File: config.mk
export PLATFORM = sky130hd
export DESIGN_NAME = level_detector
export DESIGN_NICKNAME = d
export VERILOG_FILES = /design/src/rtl/vu_pkg.sv /design/src/rtl/level_envelope.sv /design/src/rtl/level_detector.sv
export SDC_FILE = /design/constraint.sdc
export NUM_CORES = 1
export LEC_CHECK = 0
export BUFFER_PORTS_ARGS = -buffer_cell sky130_fd_sc_hd__buf_2
export CAP_MARGIN = 10
export CORE_MARGIN = 3
export CORE_UTILIZATION = 56
export CTS_CLUSTER_SIZE = 10
export DETAILED_ROUTE_END_ITERATION = 8
export PLACE_DENSITY = 0.89
export SETUP_SLACK_MARGIN = 0.02
export SLEW_MARGIN = 40
export SYNTH_ARGS = -nofsm -noshare
export SYNTH_HDL_FRONTEND = slang
export SYNTH_HIERARCHICAL = 1
export SYNTH_SLANG_ARGS = --single-unit
File: constraint.sdc
create_clock -name i_clk -period 2.5 [get_ports i_clk]
set_input_delay 0.5 -clock i_clk [delete_from_list [all_inputs] [get_ports i_clk]]
set_output_delay 0.5 -clock i_clk [all_outputs]
set_load 0.03 [all_outputs]
File: src/rtl/vu_pkg.sv
// Shared definitions for the VU-meter chain: default geometry and the
// send-FSM state encoding used by level_detector.
package vu_pkg;

    localparam int SW_DEF   = 16;
    localparam int LEDS_DEF = 20;

    typedef enum logic {
        IDLE     = 1'b0,
        WAIT_RDY = 1'b1
    } state_t;

endpackage

File: src/rtl/level_envelope.sv
// Peak envelope follower: instant attack on |sample|, exponential decay
// applied once every DECAY_DIV accepted samples.
module level_envelope
    import vu_pkg::*;
#(
    parameter int SW          = SW_DEF,
    parameter int DECAY_SHIFT = 4,
    parameter int DECAY_DIV   = 48
) (
    input  logic          i_clk,
    input  logic          i_rst_n,
    input  logic [SW-1:0] i_sample,
    input  logic          i_sample_dv,
    output logic [SW-1:0] env
);

    localparam int CW = (DECAY_DIV > 1) ? $clog2(DECAY_DIV) : 1;
    localparam logic [CW-1:0] CNT_LAST = CW'(DECAY_DIV - 1);
    localparam logic [CW-1:0] CNT_ONE  = CW'(1);
    localparam logic [SW-1:0] ENV_ONE  = SW'(1);
    localparam logic [SW-1:0] ENV_ZERO = SW'(0);

    logic [SW-1:0] env_r;
    logic [CW-1:0] decay_cnt_r;
    logic [SW-1:0] abs_s;
    logic [SW-1:0] step_s;
    logic [SW-1:0] decayed_s;

    // Magnitude and decay step; -2^(SW-1) negates to itself, which is 2^(SW-1) unsigned.
    always_comb begin
        abs_s     = ENV_ZERO;
        step_s    = ENV_ONE;
        decayed_s = env_r;
        if (i_sample[SW-1]) begin
            abs_s = ~i_sample + ENV_ONE;
        end else begin
            abs_s = i_sample;
        end
        if ((env_r >> DECAY_SHIFT) == ENV_ZERO) begin
            step_s = ENV_ONE;
        end else begin
            step_s = env_r >> DECAY_SHIFT;
        end
        decayed_s = env_r - step_s;
    end

    // Envelope and decay divider, both advanced only on accepted samples.
    always_ff @(posedge i_clk or negedge i_rst_n) begin
        if (!i_rst_n) begin
            env_r       <= ENV_ZERO;
            decay_cnt_r <= '0;
        end else if (i_sample_dv) begin
            if (decay_cnt_r == CNT_LAST) begin
                decay_cnt_r <= '0;
            end else begin
                decay_cnt_r <= decay_cnt_r + CNT_ONE;
            end
            if (abs_s > env_r) begin
                env_r <= abs_s;
            end else if ((decay_cnt_r == CNT_LAST) && (env_r != ENV_ZERO)) begin
                env_r <= decayed_s;
            end else begin
                env_r <= env_r;
            end
        end else begin
            env_r       <= env_r;
            decay_cnt_r <= decay_cnt_r;
        end
    end

    assign env = env_r;

endmodule

File: src/rtl/level_detector.sv
// Audio level meter front end: envelope -> per-frame LED count -> one-shot
// send handshake towards the neopixel bar controller.
module level_detector
    import vu_pkg::*;
#(
    parameter int SW            = SW_DEF,
    parameter int LEDS          = LEDS_DEF,
    parameter int DECAY_SHIFT   = 4,
    parameter int DECAY_DIV     = 48,
    parameter int UPDATE_CYCLES = 200000
) (
    input  logic          i_clk,
    input  logic          i_rst_n,
    input  logic [SW-1:0] i_sample,
    input  logic          i_sample_dv,
    input  logic          i_npxl_rdy,
    output logic [7:0]    o_value,
    output logic          o_send
);

    localparam int FW = (UPDATE_CYCLES > 1) ? $clog2(UPDATE_CYCLES) : 1;
    localparam int PW = SW + 8;
    localparam logic [FW-1:0] FRAME_LAST = FW'(UPDATE_CYCLES - 1);
    localparam logic [FW-1:0] FRAME_ONE  = FW'(1);
    localparam logic [PW-1:0] LEDS_W     = PW'(LEDS);
    localparam logic [7:0]    LEDS_8     = 8'(LEDS);

    logic [SW-1:0] env_s;
    logic [FW-1:0] frame_cnt_r;
    logic          tick_s;
    logic [PW-1:0] prod_s;
    logic [PW-1:0] lvl_raw_s;
    logic [7:0]    level_s;
    state_t        state_r;
    state_t        state_nxt_s;
    logic [7:0]    value_r;
    logic [7:0]    value_nxt_s;
    logic          send_r;
    logic          send_nxt_s;

    level_envelope #(
        .SW          (SW),
        .DECAY_SHIFT (DECAY_SHIFT),
        .DECAY_DIV   (DECAY_DIV)
    ) u_env (
        .i_clk       (i_clk),
        .i_rst_n     (i_rst_n),
        .i_sample    (i_sample),
        .i_sample_dv (i_sample_dv),
        .env         (env_s)
    );

    // Free-running frame counter.
    always_ff @(posedge i_clk or negedge i_rst_n) begin
        if (!i_rst_n) begin
            frame_cnt_r <= '0;
        end else if (tick_s) begin
            frame_cnt_r <= '0;
        end else begin
            frame_cnt_r <= frame_cnt_r + FRAME_ONE;
        end
    end

    assign tick_s = (frame_cnt_r == FRAME_LAST);

    // Linear envelope-to-LED mapping from the registered envelope, clamped to full scale.
    always_comb begin
        prod_s    = {8'd0, env_s} * LEDS_W;
        lvl_raw_s = prod_s >> (SW - 1);
        if (lvl_raw_s > LEDS_W) begin
            level_s = LEDS_8;
        end else begin
            level_s = lvl_raw_s[7:0];
        end
    end

    // Send FSM: latch on tick, fire once the controller is ready; newer ticks overwrite.
    always_comb begin
        state_nxt_s = state_r;
        value_nxt_s = value_r;
        send_nxt_s  = 1'b0;
        case (state_r)
            IDLE: begin
                if (tick_s) begin
                    value_nxt_s = level_s;
                    state_nxt_s = WAIT_RDY;
                end else begin
                    state_nxt_s = IDLE;
                end
            end
            WAIT_RDY: begin
                if (tick_s) begin
                    value_nxt_s = level_s;
                end else begin
                    value_nxt_s = value_r;
                end
                if (i_npxl_rdy) begin
                    send_nxt_s  = 1'b1;
                    state_nxt_s = IDLE;
                end else begin
                    state_nxt_s = WAIT_RDY;
                end
            end
            default: begin
                state_nxt_s = IDLE;
            end
        endcase
    end

    // FSM state and registered outputs.
    always_ff @(posedge i_clk or negedge i_rst_n) begin
        if (!i_rst_n) begin
            state_r <= IDLE;
            value_r <= 8'd0;
            send_r  <= 1'b0;
        end else begin
            state_r <= state_nxt_s;
            value_r <= value_nxt_s;
            send_r  <= send_nxt_s;
        end
    end

    assign o_value = value_r;
    assign o_send  = send_r;

endmodule

==> results by group, run 1 <==
Clocking
  • TritonCTS Sinks: 48
  • Root buffer cell: sky130_fd_sc_hd__clkbuf_8
  • Clock edge transition at the registers on the reported setup and hold paths: 0.10 ns
  • Number of buffers created by CTS: 5
  • Largest buffer count on any clock path: 2
  • Clock network latency to the later pin of the worst-skew pair: 0.30 ns
  • Clock tree from TritonCTS: built
  • H-tree depth: 2
  • Hold-fix buffers at CTS: 0

Synthesis
  • Synthesized-area fraction occupied by ao, oa, aoi and oai cells: 18.6%
  • Fraction of the mapped netlist area in simple logic gates: between 20% and 30%
  • Sequential element share of the synthesized area: 27.5%
  • Biggest area consumer among synthesized cells: sky130_fd_sc_hd__dfrtp_1
  • Adder and majority gate portion of the synthesized area: around 17%
  • Mux contribution to synthesized area: 3.27%
  • Ys async rst share: 100%
  • Main synth FF type: sky130_fd_sc_hd__dfrtp_1
  • Most frequent cell after synthesis: sky130_fd_sc_hd__ha_1
  • Post-synth cell types: between 70 and 80
  • FF+latch count, synth: 48
  • XOR/XNOR share of the synthesized area: approximately 8.0%
  • Top-area cell type share of the netlist area: approximately 28%
  • Leading post-synthesis cells by instance count: 57 x sky130_fd_sc_hd__ha_1, 48 x sky130_fd_sc_hd__dfrtp_1, 43 x sky130_fd_sc_hd__nand2_1
  • Count of flip-flops with a built-in enable after synthesis: 0
  • Mean instance size in the synthesized netlist: a little under 9 µm²
  • Mapped Area: approximately 4400 µm²
  • Area contributors post-synth: sky130_fd_sc_hd__dfrtp_1 28%, sky130_fd_sc_hd__ha_1 16%, sky130_fd_sc_hd__xnor2_1 6.0%
  • Yosys warning count: 6
  • Gate Count Post-Synth: 487
  • Combinational family with the most area after synthesis: simple AND/OR/NAND/NOR gates

Placed design
  • Post-place instance area: around 5200 µm²
  • Count of placed standard cells including taps: 693
  • Worst slack at placement: -1.33 ns
  • Final HPWL from detailed placement: about 9000 µm
  • # port buffers: 26
  • GPL Wtd Cong: just under 0.9

Outcome
  • Run status: finished, violations left
  • Violations in the final reports: negative setup slack

Floorplan
  • Die Y-Extent: 94.2 µm
  • Boundary pin count: 29
  • Core area: 7410 µm²
  • DIE WIDTH: 94.2 µm
  • Initial cell density of the core: 58.9%
  • Total die area: 8880 µm²
  • Row cnt: 31

Timing
  • Count of pins over their slew limit: 0
  • Fin Clk Skew: roughly 0.0066 ns
  • Max-slew headroom at the worst pin: 60.0%
  • Slew @ Worst Pin: around 0.60 ns
  • Post-route worst setup slack: -0.985 ns
  • Post-route fraction of the period consumed by the critical path: 139%
  • RSZ-0062 raised after global routing: true
  • Endpoints failing hold: 0
  • Final Setup Violations: 19
  • Max Freq: about 290 MHz
  • Post-route setup TNS: -15.27 ns
  • WHS: 0.268 ns
  • Min Clock Period, post-route: around 3.5 ns

Power and ir drop
  • Cell-internal power: 2.68 mW
  • Maximum resistive drop on vdd: 418 µV
  • Power density normalized to cell area: slightly above 800 nW/µm²
  • Switch Pwr: 2.10 mW
  • Switching power as a share of total power: 43.9%
  • Share of total power in sequential cells: 20.4%
  • Combinational fraction of design power: 68.9%
  • Clk network pwr share: between 10% and 20%
  • Leakage component of the power: approximately 2.8 nW

Worst setup path
  • Type of the worst setup path: input pin to flop
  • Req. time, crit path: 2.72 ns
  • Signal arrival time at the worst endpoint: roughly 3.7 ns
  • Largest fanout on the critical path: 6
  • Category of the worst setup path capture point: flop
  • Kind of start point of the critical path: input pin

GRT
  • Overflow left after global routing: 0
  • Wire length of the first global-routing pass: 20200 µm
  • Global router's overall resource usage: ~29%
  • Via count of the first global-routing pass: 4469
  • Initial antenna violation count: 0
  • Maximum number of pins on one net before global-route repair: 49

Route
  • Residual DRC count: 0
  • Average wire per cell in the routed design: 19.2 µm
  • Number of vias per cell after detailed routing: 6.29
  • Total Routed Length: about 14000 µm
  • Post-detailed-route count of antenna-violating nets: 0
  • Number of detailed-routing iterations run before antenna repair: 6
  • Vias: 4510
  • Number of DRC violations after detailed-routing iteration 0: between 300 and 400

Layout
  • Number of nets in the layout: a little under 700
  • Layout overhead on the synthesized area: 36.4%
  • Final Non-Filler Cells: approximately 720
  • Cell area after layout: 5950 µm²
  • Antenna diodes: 0
  • Share of cells above drive strength 1: 35.8%

Min path
  • Type of the most critical hold path: input pin to async pin

Job
  • Count of maximum capacitance violations: 0
==> final cells by class <==
type | instances | area, µm²
inverters | 33 | 124
clock buffers | 6 | 82.6
fillers | 408 | 1460
flip-flops and latches | 48 | 1200
repair buffers | 134 | 991
well taps | 99 | 124
multi-input cells | 395 | 3410
clock inverters | 2 | 13.8
==> flip-flops by register name, indices dropped and copies added (netlist names) <==
signal,flops
u_env/env,16
o_send,1
u_env/decay_cnt_r,6
frame_cnt_r,18
o_value,6
state_r,1
==> logic make-up after synthesis <==
kind of cell | after synthesis
other | 1
adder cells (fa/ha/maj) | 60
flip-flops | 48
AND/OR/NAND/NOR | 171
buffers and inverters | 45
XOR/XNOR | 40
multiplexers | 14
AO/OA/AOI/OAI | 108
==> layout by cell type (no fill, tap or decap), drive strengths merged, types with 3 or more instances in the layout <==
cell / Yosys / final
or2: 5 / 5
nand2b: 4 / 4
dfrtp: 48 / 48
inv: 33 / 34
a21boi: 3 / 3
xnor2: 30 / 30
nand4: 11 / 11
o31ai: 4 / 4
ha: 57 / 57
nor2b: 6 / 6
a22oi: 5 / 5
a21oi: 17 / 17
a31oi: 12 / 12
nand3: 16 / 16
or3: 7 / 7
nor3: 19 / 19
a2111oi: 3 / 3
xor2: 10 / 10
nor4: 10 / 10
and3: 7 / 7
nand2: 44 / 44
o22ai: 3 / 3
a21o: 10 / 10
nor2: 32 / 32
o2111ai: 4 / 4
o21ai: 20 / 20
buf: 10 / 134
mux2i: 12 / 12
o211ai: 4 / 4
clkbuf: 2 / 6
and2: 5 / 5
==> routing by layer <==
layer  GRT usage (%)  routed length (µm)
met1            31.2                5200
met2            53.6                7110
met3            3.53                 734
met5               0                   0
met4            15.2                 684
==> path summary, 6_finish.rpt <==
check | from | to | slack [ns] | cells past startpoint
max | i_sample[8] | u_env/env[2] | -0.99 | 14
min reg2reg | o_value[3] | o_value[3] | 0.48 | 1
max in group asynchronous | i_rst_n | u_env/env[2] | 1.77 | 2
max reg2reg | u_env/env[14] | u_env/env[14] | -0.95 | 12
min | i_rst_n | o_send | 0.27 | 2
min in group i_clk | i_npxl_rdy | state_r | 0.41 | 2
==> worst max-delay path: stages <==
cell,delay (ns)
sky130_fd_sc_hd__buf_6,0.09
sky130_fd_sc_hd__or4_4,0.53
sky130_fd_sc_hd__or3_4,0.38
sky130_fd_sc_hd__o41ai_4,0.26
sky130_fd_sc_hd__xnor2_2,0.11
sky130_fd_sc_hd__ha_1,0.30
sky130_fd_sc_hd__nand4_1,0.18
sky130_fd_sc_hd__or3_1,0.35
sky130_fd_sc_hd__a21o_1,0.20
sky130_fd_sc_hd__buf_6,0.14
sky130_fd_sc_hd__a31oi_4,0.14
sky130_fd_sc_hd__or2_4,0.18
sky130_fd_sc_hd__buf_6,0.14
sky130_fd_sc_hd__mux2i_1,0.20
==> per-stage QoR <==
step	power (mW)	utilization, %
4_1_cts	4.25	77.0
2_1_floorplan	2.52	-
6_report	4.78	80.3
3_5_place_dp	3.39	70.8
3_3_place_gp	3.24	70.8
5_1_grt	5.04	80.3
==> power by group through the flow <==
stage               clock (mW)  combinational, mW  sequential [mW]
finish                   0.513               3.29            0.976
global route             0.552               3.50            0.986
CTS                      0.506               2.77            0.971
detailed placement           0               2.41            0.983
global placement             0               2.27            0.971
floorplan                    0               1.51             1.01
==> timing repair <==
item | in CTS | in global routing
cloned | 1 | 1
endpoints found under the setup margin | 20 | 21
buffers inserted | 10 | 7
pin swaps | 18 | 14
endpoints found under the hold margin | 0 | 0
resized for setup | 45 | 34
(Power assumes the default switching activity.)
==> run 2, diff against run 1 <==
--- a/config.mk
+++ b/config.mk
@@ -9,9 +9,10 @@
 export CAP_MARGIN = 10
 export CORE_MARGIN = 3
 export CORE_UTILIZATION = 56
+export CTS_BUF_LIST = sky130_fd_sc_hd__clkbuf_16
 export CTS_CLUSTER_SIZE = 10
 export DETAILED_ROUTE_END_ITERATION = 8
-export PLACE_DENSITY = 0.89
+export PLACE_DENSITY = 0.78
 export SETUP_SLACK_MARGIN = 0.02
 export SLEW_MARGIN = 40
 export SYNTH_ARGS = -nofsm -noshare
==> run 2 against run 1 <==
Compared with the run above: the flow still finishes with violations (negative setup slack); cell count unchanged; die area is the same; non-clock buffer count unchanged; critical endpoint is now u_env/env[13].
==> results by group, run 2 (synthesis gave the netlist of run 1 again) <==
Layout
  • Layout overhead on the synthesized area: 41.0%
  • Max FFs per register: 18
  • Largest register by flop count: frame_cnt_r
  • Final Non-Filler Cells: 717
  • Most frequent standard cell in the layout excluding fill and tap cells: sky130_fd_sc_hd__buf_4
  • Antenna diodes: 0
  • Share of cells above drive strength 1: approximately 38%
  • Commonest cells after routing, fill and taps aside: 93 x sky130_fd_sc_hd__buf_4, 47 x sky130_fd_sc_hd__dfrtp_1, 42 x sky130_fd_sc_hd__nand2_1, 35 x sky130_fd_sc_hd__ha_1, 33 x sky130_fd_sc_hd__inv_1
  • Number of nets in the layout: 695

Clocking
  • TritonCTS Sinks: 48
  • Number of buffers created by CTS: 5
  • Largest buffer count on any clock path: 2
  • Root buffer cell: sky130_fd_sc_hd__clkbuf_16
  • Clock tree from TritonCTS: built
  • H-tree depth: 2
  • Clock network latency to the later pin of the worst-skew pair: between 0.2 and 0.3 ns
  • Clock edge transition at the registers on the reported setup and hold paths: roughly 0.070 ns

Worst setup path
  • Crit-path slowest cell: sky130_fd_sc_hd__or4_4
  • List of cells traversed by the critical path: buf_6 > or4_4 > or3_4 > o41ai_4 > xnor2_2 > ha_1 > nand4_1 > or3_1 > a21o_1 > buf_6 > a31oi_4 > buf_6 > buf_8 > o22ai_2 > a22oi_1
  • Req. time, crit path: 2.70 ns
  • Largest fanout on the critical path: 5
  • Type of the worst setup path: input pin to flop
  • Reg2Reg Setup Slack: -0.78 ns
  • Kind of start point of the critical path: input pin
  • Signal arrival time at the worst endpoint: between 3 and 4 ns
  • Delay contributed by the slowest stage of the critical path: ~0.53 ns
  • Worst path most repeated cell: sky130_fd_sc_hd__buf_6
  • Category of the worst setup path capture point: flop

GRT
  • Maximum number of pins on one net before global-route repair: 27
  • Via count of the first global-routing pass: ~4.6k
  • Met1 demand-to-capacity share in global routing: 32.3%
  • Busiest layer in global routing: met2
  • Initial antenna violation count: 0
  • Overflow left after global routing: 0
  • Wire length of the first global-routing pass: 20800 µm
  • Global router's overall resource usage: 29.3%
  • Met3 GRT Util: 4.25%
  • Global Route met2 Usage: between 50% and 60%

Floorplan
  • Row cnt: 31
  • Die Y-Extent: between 90 and 100 µm
  • Boundary pin count: 29
  • DIE WIDTH: 94.2 µm
  • Total die area: 8880 µm²
  • Core area: about 7400 µm²
  • Initial cell density of the core: 58.9%

Timing
  • Count of pins over their slew limit: 0
  • Post-route fraction of the period consumed by the critical path: 141%
  • Min Clock Period, post-route: 3.52 ns
  • Endpoints failing hold: 0
  • Max Freq: 284 MHz
  • RSZ-0062 raised after global routing: true
  • Fin Clk Skew: 0.00748 ns
  • Post-route worst setup slack: -1.02 ns
  • Slew @ Worst Pin: between 0.5 and 0.6 ns
  • Final Setup Violations: 19
  • Max-slew headroom at the worst pin: between 60% and 70%

Route
  • Number of vias per cell after detailed routing: between 6 and 7
  • Post-detailed-route count of antenna-violating nets: 0
  • Number of DRC violations after detailed-routing iteration 0: between 400 and 500
  • Average wire per cell in the routed design: 20.8 µm
  • Total Routed Length: about 15000 µm
  • Residual DRC count: 0
  • Vias: 4642
  • Number of detailed-routing iterations run before antenna repair: 6

Placed design
  • GPL Wtd Cong: 0.909
  • # port buffers: 26
  • Worst slack at placement: -1.28 ns
  • Count of placed standard cells including taps: 697
  • Final HPWL from detailed placement: 8860 µm

Power and ir drop
  • Maximum resistive drop on vdd: 512 µV
  • Total power after layout: 5.12 mW
  • Power density normalized to cell area: 833 nW/µm²
  • Leakage component of the power: 2.90 nW

Outcome
  • Violations in the final reports: negative setup slack
  • Run status: finished, violations left

Job
  • Count of maximum capacitance violations: 0

Min path
  • Type of the most critical hold path: input pin to async pin
-- run 2: power breakdown --
group	internal [mW]	switching, mW	total [mW]	leakage, nW
Clock	0.370	0.314	0.684	0.0716
Combinational	1.64	1.82	3.45	2.22
Sequential	0.882	0.101	0.983	0.600
-- run 2: layout make-up --
cell class | instances | area [µm²]
timing repair buffer | 134 | 1020
tap | 99 | 124
multi-input combinational | 395 | 3540
inverter | 33 | 124
clock buffer | 5 | 125
clock inverter | 3 | 17.5
fill | 384 | 1260
sequential | 48 | 1200
-- run 2: path summary, 6_finish.rpt --
| check | start | to | cells past startpoint |
|---|---|---|---|
| max in group asynchronous | i_rst_n | frame_cnt_r[12] | 2 |
| min reg2reg | frame_cnt_r[4] | frame_cnt_r[4] | 1 |
| min in group i_clk | i_npxl_rdy | state_r | 2 |
| min | i_rst_n | u_env/env[9] | 1 |
| max reg2reg | u_env/env[14] | u_env/env[12] | 12 |
| max | i_sample[8] | u_env/env[13] | 15 |
-- run 2: critical path, delay by kind of cell --
| family | cells | cell delay [ns] |
|---|---|---|
| AO/OA/AOI/OAI | 5 | 0.90 |
| AND/OR/NAND/NOR | 4 | 1.40 |
| buffers and inverters | 4 | 0.50 |
| adder cells (fa/ha/maj) | 1 | 0.31 |
| XOR/XNOR | 1 | 0.11 |
-- run 2: stage by stage --
stage	hold slack [ns]	TNS [ns]	cell area [µm²]	util, %
2_1_floorplan	0.204	-16.67	4380	-
3_3_place_gp	0.448	-18.56	5280	71.2
3_5_place_dp	0.465	-20.08	5280	71.2
4_1_cts	0.225	-13.59	5750	77.6
5_1_grt	0.244	-17.49	6150	83.0
6_report	0.208	-15.13	6150	83.0
-- run 2: per-layer routing --
metal / vias to the layer above / part of all wire, %
met4: 0 / 7.1
met2: 296 / 51
met3: 104 / 7.2
met5: - / 0
met1: 2190 / 35
li1: 2052 / -
-- run 2: repair_timing --
action | CTS | global route
gates cloned | 2 | 1
pin swaps | 22 | 16
resized for setup | 46 | 61
hold buffers | 0 | 0
buffers inserted | 9 | 1
setup endpoints to repair | 20 | 20
==> run 3, diff against run 2 <==
--- a/config.mk
+++ b/config.mk
@@ -13,6 +13,7 @@
 export CTS_CLUSTER_SIZE = 10
 export DETAILED_ROUTE_END_ITERATION = 8
 export PLACE_DENSITY = 0.78
+export RECOVER_POWER = 50
 export SETUP_SLACK_MARGIN = 0.02
 export SLEW_MARGIN = 40
 export SYNTH_ARGS = -nofsm -noshare
==> run 3 against run 2 <==
Compared with the run above: the run still ends with negative setup slack left; count of clock-buffer cells in the layout did not move; sequential cell count stayed put; cell count did not move; die area unchanged; hold slack improved by 0.22 ns; via count is 0.19% lower; total power is 0.19% lower; global-route usage stayed put; fmax barely moved; clock power about the same; final area shrank 0.26%; highest routed layer unchanged.
==> results by group, run 3 (synthesis gave the netlist of run 1 again) <==
Min path
  • Worst min-delay path startpoint: i_npxl_rdy
  • Capture endpoint of the worst hold path: state_r
  • Number of cells on the worst hold path: 2
  • Type of the most critical hold path: input pin to flop

Route
  • Number of vias per cell after detailed routing: 6.46
  • Average wire per cell in the routed design: between 20 and 25 µm
  • Total Routed Length: approximately 15000 µm
  • Vias: 4633
  • Number of detailed-routing iterations run before antenna repair: 5
  • Post-detailed-route count of antenna-violating nets: 0
  • Met1 wire length: around 5200 µm
  • Number of DRC violations after detailed-routing iteration 0: 498
  • Max layer used: met4
  • Residual DRC count: 0
  • Detailed route wirelength on metal3: 1040 µm
  • Met2 Wirelength: 7620 µm

Floorplan
  • Row cnt: 31
  • DIE WIDTH: 94.2 µm
  • Core area: approximately 7400 µm²
  • Boundary pin count: 29
  • Die Y-Extent: 94.2 µm
  • Total die area: 8880 µm²
  • Initial cell density of the core: 58.9%

Layout
  • Area of the multi-input gates: 3540 µm²
  • Most frequent standard cell in the layout excluding fill and tap cells: sky130_fd_sc_hd__buf_4
  • Cell area after layout: 6130 µm²
  • Final Non-Filler Cells: about 720
  • Antenna diodes: 0
  • Share of cells above drive strength 1: 37.5%
  • Commonest cells after routing, fill and taps aside: 93 x sky130_fd_sc_hd__buf_4, 47 x sky130_fd_sc_hd__dfrtp_1, 42 x sky130_fd_sc_hd__nand2_1, 35 x sky130_fd_sc_hd__ha_1, 33 x sky130_fd_sc_hd__inv_1
  • Max FFs per register: 18
  • # fillers: 387
  • Register area: approximately 1200 µm²
  • Largest register by flop count: frame_cnt_r
  • Layout overhead on the synthesized area: 40.7%
  • Number of nets in the layout: about 700

Clocking
  • Clock network latency to the later pin of the worst-skew pair: about 0.29 ns
  • H-tree depth: 2
  • Largest buffer count on any clock path: 2
  • Hold-fix buffers at CTS: 0
  • Number of buffers created by CTS: 5
  • Root buffer cell: sky130_fd_sc_hd__clkbuf_16
  • TritonCTS Sinks: 48
  • Clock tree from TritonCTS: built
  • Clock edge transition at the registers on the reported setup and hold paths: 0.07 ns

Timing
  • Post-route worst setup slack: -1.03 ns
  • WHS: 0.433 ns
  • Endpoints failing hold: 0
  • Post-route setup TNS: -15.13 ns
  • Post-route fraction of the period consumed by the critical path: 141%
  • RSZ-0062 raised after global routing: true
  • Fin Clk Skew: between 0.004 and 0.005 ns
  • Final Setup Violations: 19
  • Slew @ Worst Pin: roughly 1.4 ns
  • Max-slew headroom at the worst pin: 8.19%
  • Max Freq: 284 MHz
  • Count of pins over their slew limit: 0
  • Min Clock Period, post-route: 3.53 ns

GRT
  • Initial antenna violation count: 0
  • Via count of the first global-routing pass: 4591
  • Global router's overall resource usage: 29.3%
  • Maximum number of pins on one net before global-route repair: 27
  • Overflow left after global routing: 0
  • Wire length of the first global-routing pass: 20800 µm

Placed design
  • GPL Wtd Cong: between 0.9 and 1
  • # port buffers: 26
  • Post-place instance area: 5280 µm²
  • Worst slack at placement: -1.28 ns
  • Count of placed standard cells including taps: around 700
  • Final HPWL from detailed placement: 8860 µm

Worst setup path
  • Type of the worst setup path: input pin to flop
  • Signal arrival time at the worst endpoint: 3.72 ns
  • Largest fanout on the critical path: 5
  • Worst reg2reg startpoint: u_env/env[14]
  • Depth of the most critical reg-to-reg path: 12
  • Reg2Reg Setup Slack: -0.78 ns
  • Req. time, crit path: 2.70 ns
  • Worst reg2reg path endpoint: u_env/env[12]
  • Category of the worst setup path capture point: flop
  • Kind of start point of the critical path: input pin

Power and ir drop
  • Power density normalized to cell area: 833 nW/µm²
  • Switch Pwr: about 2.2 mW
  • Maximum resistive drop on vdd: roughly 510 µV
  • Share of total power in sequential cells: about a fifth
  • Switching power as a share of total power: between 40% and 50%
  • Leakage component of the power: between 2 and 3 nW
  • Combinational fraction of design power: 67.4%
  • Cell-internal power: ~2.9 mW
  • Clk network pwr share: 13.3%

Job
  • Count of maximum capacitance violations: 0

Outcome
  • Violations in the final reports: negative setup slack
  • Run status: finished, violations left
-- run 3: cell count changes in the layout (fill, tap and decap cells not counted), sizes merged --
cell    before  now
buf        134  132
clkbuf       5    7
-- run 3: worst max-delay path by stage --
| stage | endpoint | startpoint | cells past startpoint |
|---|---|---|---|
| after global placement | u_env/env[0] | i_sample[8] | 13 |
| after global routing | u_env/env[13] | i_sample[8] | 15 |
| after detailed placement | u_env/env[0] | i_sample[8] | 13 |
| after floorplan | u_env/env[0] | i_sample[8] | 12 |
| final | u_env/env[13] | i_sample[8] | 15 |
| after CTS | u_env/env[13] | i_sample[8] | 15 |
-- run 3: timing repair --
action | CTS | global route
gates resized for setup | 46 | 61
endpoints found under the setup margin | 20 | 20
cloned | 2 | 1
setup buffers | 9 | 1
pin swaps | 22 | 16
-- run 3: worst max-delay path: stages --
cell and delay (ns):
sky130_fd_sc_hd__buf_6 0.09, sky130_fd_sc_hd__or4_4 0.53, sky130_fd_sc_hd__or3_4 0.38, sky130_fd_sc_hd__o41ai_4 0.26, sky130_fd_sc_hd__xnor2_2 0.11, sky130_fd_sc_hd__ha_1 0.31, sky130_fd_sc_hd__nand4_1 0.14, sky130_fd_sc_hd__or3_1 0.35
sky130_fd_sc_hd__a21o_1 0.20, sky130_fd_sc_hd__buf_6 0.14, sky130_fd_sc_hd__a31oi_4 0.13, sky130_fd_sc_hd__buf_6 0.13, sky130_fd_sc_hd__buf_8 0.14, sky130_fd_sc_hd__o22ai_2 0.09, sky130_fd_sc_hd__a22oi_1 0.22
-- run 3: layer usage --
metal,GRT usage (%),vias to the layer above
met5,0,-
met4,13.7,0
met3,4.25,98
met2,54.8,292
met1,32.3,2190
li1,-,2053
-- run 3: final cells by class --
type                            count  area share, %
Clock buffer                        5           2.04
Tap cell                           99           2.02
Timing Repair Buffer              134           16.3
Inverter                           33           2.02
Clock inverter                      3          0.286
Multi-Input combinational cell    395           57.7
Sequential cell                    48           19.6
-- run 3: stage by stage --
stage	utilization (%)	total power [mW]
2_1_floorplan	-	2.52
3_3_place_gp	71.2	3.28
3_5_place_dp	71.2	3.40
4_1_cts	77.6	4.35
5_1_grt	82.8	5.38
6_report	82.8	5.11
-- run 3: power groups by stage --
| stage | registers [mW] | logic, mW | clock network [mW] |
|---|---|---|---|
| after CTS | 0.965 | 2.72 | 0.668 |
| after global routing | 0.993 | 3.67 | 0.711 |
| after global placement | 0.971 | 2.30 | 0 |
| final | 0.983 | 3.45 | 0.681 |
| after floorplan | 1.01 | 1.51 | 0 |
| after detailed placement | 0.977 | 2.43 | 0 |
